## src/rtl/des_key_sched_rev.sv

```systemverilog
// DES round-key generator: emits K1..K16 (or K16..K1 for decryption) as 48-bit
// subkeys over a valid/ready handshake, one subkey per accepted transfer.
module des_key_sched_rev (
  input  logic        clk,
  input  logic        rst,
  input  logic [63:0] key_in,
  input  logic        key_load,
  input  logic        decrypt,
  output logic [47:0] subkey_out,
  output logic        subkey_valid,
  input  logic        subkey_ready,
  output logic [3:0]  round_idx,
  output logic        busy,
  output logic        done
);

  typedef enum logic {ST_IDLE, ST_RUN} state_e;

  // Tables use DES bit numbering: entry n selects bit n, where bit 1 is the MSB.
  localparam int unsigned PC1_TAB [56] = '{
    57, 49, 41, 33, 25, 17,  9,  1, 58, 50, 42, 34, 26, 18,
    10,  2, 59, 51, 43, 35, 27, 19, 11,  3, 60, 52, 44, 36,
    63, 55, 47, 39, 31, 23, 15,  7, 62, 54, 46, 38, 30, 22,
    14,  6, 61, 53, 45, 37, 29, 21, 13,  5, 28, 20, 12,  4
  };

  localparam int unsigned PC2_TAB [48] = '{
    14, 17, 11, 24,  1,  5,  3, 28, 15,  6, 21, 10,
    23, 19, 12,  4, 26,  8, 16,  7, 27, 20, 13,  2,
    41, 52, 31, 37, 47, 55, 30, 40, 51, 45, 33, 48,
    44, 49, 39, 56, 34, 53, 46, 42, 50, 36, 29, 32
  };

  function automatic logic [55:0] pc1(input logic [63:0] k);
    logic [55:0] r;
    r = '0;
    for (int i = 0; i < 56; i++) r[55-i] = k[64-PC1_TAB[i]];
    return r;
  endfunction

  function automatic logic [47:0] pc2(input logic [55:0] cd);
    logic [47:0] r;
    r = '0;
    for (int i = 0; i < 48; i++) r[47-i] = cd[56-PC2_TAB[i]];
    return r;
  endfunction

  function automatic logic [27:0] rol28(input logic [27:0] x, input logic two);
    return two ? {x[25:0], x[27:26]} : {x[26:0], x[27]};
  endfunction

  function automatic logic [27:0] ror28(input logic [27:0] x, input logic two);
    return two ? {x[1:0], x[27:2]} : {x[0], x[27:1]};
  endfunction

  // Rounds 1, 2, 9 and 16 shift by one; every other round shifts by two.
  function automatic logic shift_two(input logic [4:0] rnd);
    return !(rnd == 5'd1 || rnd == 5'd2 || rnd == 5'd9 || rnd == 5'd16);
  endfunction

  state_e      state_q, state_d;
  logic [27:0] c_q, c_d, d_q, d_d;
  logic [3:0]  count_q, count_d;
  logic        mode_q, mode_d;
  logic        done_q, done_d;

  logic [55:0] cd0;
  logic        xfer;
  logic [4:0]  rnd_enc, rnd_dec;
  logic        unused_parity;

  assign cd0     = pc1(key_in);
  assign xfer    = (state_q == ST_RUN) && subkey_ready;
  assign rnd_enc = {1'b0, count_q} + 5'd2;
  assign rnd_dec = 5'd16 - {1'b0, count_q};
  assign unused_parity = ^{key_in[56], key_in[48], key_in[40], key_in[32],
                           key_in[24], key_in[16], key_in[8], key_in[0]};

  always_comb begin
    // NOTE: every signal written here gets a default first so no path leaves it unassigned (no latch).
    state_d = state_q;
    c_d     = c_q;
    d_d     = d_q;
    count_d = count_q;
    mode_d  = mode_q;
    done_d  = 1'b0;
    case (state_q)
      ST_IDLE: begin
        if (key_load) begin
          state_d = ST_RUN;
          mode_d  = decrypt;
          count_d = '0;
          if (decrypt) begin
            c_d = cd0[55:28];
            d_d = cd0[27:0];
          end else begin
            c_d = rol28(cd0[55:28], 1'b0);
            d_d = rol28(cd0[27:0], 1'b0);
          end
        end
      end
      ST_RUN: begin
        if (xfer) begin
          if (count_q == 4'd15) begin
            state_d = ST_IDLE;
            done_d  = 1'b1;
          end else begin
            count_d = count_q + 4'd1;
            if (mode_q) begin
              c_d = ror28(c_q, shift_two(rnd_dec));
              d_d = ror28(d_q, shift_two(rnd_dec));
            end else begin
              c_d = rol28(c_q, shift_two(rnd_enc));
              d_d = rol28(d_q, shift_two(rnd_enc));
            end
          end
        end
      end
      default: state_d = ST_IDLE;
    endcase
  end

  always_ff @(posedge clk or posedge rst) begin
    // NOTE: state registers use non-blocking assignments so all of them update together at the edge.
    if (rst) begin
      state_q <= ST_IDLE;
      c_q     <= '0;
      d_q     <= '0;
      count_q <= '0;
      mode_q  <= 1'b0;
      done_q  <= 1'b0;
    end else begin
      state_q <= state_d;
      c_q     <= c_d;
      d_q     <= d_d;
      count_q <= count_d;
      mode_q  <= mode_d;
      done_q  <= done_d;
    end
  end

  // Outputs decode purely from registers, so they are stable across the whole cycle.
  assign subkey_valid = (state_q == ST_RUN);
  assign busy         = (state_q == ST_RUN);
  assign done         = done_q;
  assign subkey_out   = subkey_valid ? pc2({c_q, d_q}) : '0;
  assign round_idx    = subkey_valid ? (mode_q ? 4'd15 - count_q : count_q) : '0;

endmodule

```

## config.mk

```make
export PLATFORM = sky130hd
export DESIGN_NAME = des_key_sched_rev
export DESIGN_NICKNAME = d
export VERILOG_FILES = /design/src/rtl/des_key_sched_rev.sv
export SDC_FILE = /design/constraint.sdc
export NUM_CORES = 1
export LEC_CHECK = 0
export BUFFER_PORTS_ARGS = -buffer_cell sky130_fd_sc_hd__buf_4
export CORE_ASPECT_RATIO = 2
export CORE_MARGIN = 2
export CORE_UTILIZATION = 45
export CTS_CLUSTER_DIAMETER = 60
export DETAILED_ROUTE_END_ITERATION = 8
export PLACE_DENSITY = 0.68
export SLEW_MARGIN = 20
export SYNTH_ARGS = -nofsm -noshare
export SYNTH_HDL_FRONTEND = slang
export SYNTH_SLANG_ARGS = --single-unit
export TNS_END_PERCENT = 50
```

## constraint.sdc

```tcl
create_clock -name clk -period 2.6 [get_ports clk]
set_input_delay 0.52 -clock clk [delete_from_list [all_inputs] [get_ports clk]]
set_output_delay 0.52 -clock clk [all_outputs]
set_load 0.05 [all_outputs]
```

==> implementation parameters <==
Parameter                              Value

Timing
  Number of max-slew violations in the final report ... 0
  Final sum of negative setup slack ... 0 ns
  Share of the cycle needed by the critical path after routing ... 90.6%
  Setup repair after global routing missed its margin ... no
  Max transition margin ... 58.8%
  Setup skew after layout ... 0.00490 ns
  Slew at the pin closest to its max-slew limit ... 0.617 ns
  Final hold vios ... 0
  Setup violators final ... 0
  Shortest clock period the worst path allows after layout ... 2.36 ns
  Highest clock frequency the design can meet ... 0.424 GHz

Power and ir drop
  Leakage dissipation ... 3.36 nW
  Share of total power consumed by net switching ... 50.1%
  Worst-case vdd ir drop ... 0.000690 V
  Power density over the cells ... 1400 nW/um^2
  Switching power of the nets ... 5.14 mW
  Part of the total power dissipated in sequential elements ... 19.2%
  Int Power ... 5.13 mW
  Proportion of power drawn by combinational gates ... 67.9%
  Clock group share of total power ... 12.9%

Clocking
  Clk sink count ... 63
  Buffer cell driving the clock tree root ... clkbuf_16
  CTS HTree Levels ... 3
  Clock-pin slew on the worst setup and hold paths ... 0.05 ns
  Hold buffer count at cts ... 0
  CTS-repair resized insts ... 0
  TritonCTS clock tree ... built
  Clock Path Buffers ... 2
  TritonCTS buffer count ... 9
  Later-pin clock latency in the skew report ... 0.33 ns
  Setup bufs post-CTS ... 0

Setup path
  Crit end category ... flip-flop
  Required @ worst endpoint ... 2.79 ns
  Max Fanout on Critical Path ... 23
  Type of element launching the critical path ... flip-flop
  Worst Setup Path Type ... flip-flop to flip-flop
  Worst Path Arrival ... 2.54 ns

Detailed routing
  Post-detailed-route DRC marker count ... 0
  Antenna viol nets, final ... 0
  Routed via count divided by cell count ... 5.57
  DR vias ... 5,405
  Detailed Routing Iterations Pass 1 ... 4
  WL per Instance ... 15.1 um
  Aggregate routed wire length ... 14,700 um
  Initial DRC Count ... 265

Min path
  Path class of the lowest-slack min-delay path ... input pin to async pin

Place
  Half-perimeter wire length after placement ... 10,400 um
  Global placer's final weighted congestion ... 0.807
  Placed Instance Area ... 7020 sq um
  Number of I/O port buffers ... 115

Finish
  Ratio of cells with drive above 1 in the final layout ... 19.4%
  Most used cells in the layout excluding fill and tap cells ... 126 x buf_4, 115 x nor2b_1, 113 x mux2i_1
  Commonest non-fill, non-tap cell in the layout ... buf_4
  Signed area change from the synthesized netlist to the final layout ... 21.5%
  Final #Nets ... 886
  Cell area after layout ... 7350 sq um
  Antenna diode instance count ... 0

Synth
  Combinational family with the most area after synthesis ... simple AND/OR/NAND/NOR gates
  Share of synthesized cell area in and, or, nand and nor gates ... 27.9%
  Register area share after synthesis ... 26.1%
  Fraction of the mapped netlist area in compound gates ... 18.4%
  Adder and majority cell fraction of the synthesized area ... 1.24%
  Instance count of the mapped netlist ... 736
  Post-synthesis average cell area ... 8.22 sq um
  Multiplexer fraction of the synthesized cell area ... 19.1%
  Flop and latch count out of synthesis ... 63
  Number of distinct library cell variants in the gate-level netlist after synthesis ... 32
  Post-synthesis xor/xnor area fraction ... 0.869%
  Post-synthesis instance area ... 6050 sq um
  Syn. warnings ... 0
  Synthesized net count ... 811

Floorplanning
  Chip height ... 168 um
  # IOs ... 124
  Die Outline Area ... 14,400 sq um
  Core region area ... 13,300 sq um
  Starting density of the core ... 45.5%
  Standard-cell rows ... 60
  Die span in x ... 86.0 um

Global routing
  Total track usage ... 20.9%
  Total global routing overflow ... 0
  Number of antenna violations at the first check in global routing ... 0
  Vias in the first global route ... 5,365
  Pin count of the biggest net entering global routing ... 114
  Wire length of the first global-routing pass ... 25,100 um

Status
  Status ... completed

Job
  Maximum capacitance violations ... 0
-- worst max-delay path, stage by stage, from the launching register on --
cell and delay (ns):
dfrtp_1 0.45, inv_1 0.17, ha_1 0.23, a21boi_0 0.21
o211ai_1 0.16, a31oi_4 0.22, buf_4 0.40, mux2i_1 0.25
a31oi_1 0.10
-- worst paths after layout --
check	start	end	slack, ns	cells past startpoint
max reg2reg	count_q[1]	c_q[3]	0.24	8
max	count_q[1]	c_q[3]	0.24	8
min reg2reg	d_q[13]	d_q[13]	0.59	2
max in group asynchronous	rst	d_q[18]	1.76	3
min in group clk	key_load	busy	0.42	3
min	rst	d_q[12]	0.26	2
-- sequential cells by signal (all words and copies together) (netlist names) --
name	count
mode_q	1
count_q	4
done	1
d_q	28
c_q	28
busy	1
-- per-stage QoR --
| stage | hold slack [ns] | power [mW] | std cells | util (%) | worst slack [ns] |
|---|---|---|---|---|---|
| 6_report | 0.261 | 10.3 | 971 | 55.3 | 0.244 |
| 5_1_grt | 0.307 | 11.0 | 971 | 55.3 | 0.0633 |
| 4_1_cts | 0.284 | 10.3 | 971 | 55.3 | 0.232 |
| 3_5_place_dp | 0.587 | 8.95 | 955 | 52.9 | 0.254 |
| 3_3_place_gp | 0.562 | 8.86 | 955 | 52.9 | 0.321 |
| 2_1_floorplan | 0.538 | 7.36 | 736 | - | 0.181 |
-- cell usage after synthesis --
library cell | n | area [sq um]
o21bai_1 | 1 | 7.51
mux2i_1 | 113 | 1130
a211oi_1 | 56 | 420
buf_1 | 3 | 11.3
buf_8 | 4 | 60.1
inv_1 | 3 | 11.3
buf_6 | 5 | 56.3
o31ai_1 | 1 | 7.51
buf_2 | 18 | 90.1
nand3_1 | 1 | 5.00
nor2b_1 | 115 | 719
o21ai_0 | 1 | 5.00
buf_4 | 2 | 15.0
nand2b_1 | 1 | 6.26
and3_1 | 2 | 12.5
or3_1 | 1 | 6.26
and2_1 | 110 | 688
xor2_1 | 4 | 35.0
nor2_1 | 61 | 229
a31oi_1 | 57 | 357
clkbuf_1 | 38 | 143
mux2_2 | 2 | 22.5
a21oi_1 | 57 | 285
o211ai_1 | 2 | 15.0
dfrtp_1 | 63 | 1580
nand2_1 | 3 | 11.3
ha_1 | 6 | 75.1
a21boi_0 | 1 | 7.51
xnor2_1 | 2 | 17.5
inv_2 | 1 | 3.75
o2bb2ai_1 | 1 | 8.76
and3b_1 | 1 | 8.76
-- per-layer routing --
metal  part of all wire (%)  track usage [%]
met5                      0                0
met4                    1.2             5.52
met3                    4.3             2.75
met2                     50             35.3
met1                     45             27.9
-- power groups by stage --
stage	Clock [mW]	Combinational (mW)	Sequential [mW]
floorplan	0	5.59	1.76
global placement	0	6.89	1.97
detailed placement	0	6.97	1.98
CTS	1.34	7.01	1.97
global route	1.38	7.51	2.07
finish	1.32	6.97	1.97
-- cell families after synthesis --
| kind of cell | after synthesis |
|---|---|
| mux | 115 |
| simple gates | 295 |
| buf+inv | 74 |
| xor+xnor | 6 |
| fa+ha+maj | 6 |
| compound gates | 177 |
| flops | 63 |
-- cell type report --
cell class,count,area (sq um)
tap,155,194
sequential,63,1580
fill,1228,5940
inverter,4,15.0
clock buffer,13,260
timing repair buffer,134,1110
multi-input combinational,599,4130
clock inverter,3,65.1
Note: power is estimated with default switching activity, not from simulation.
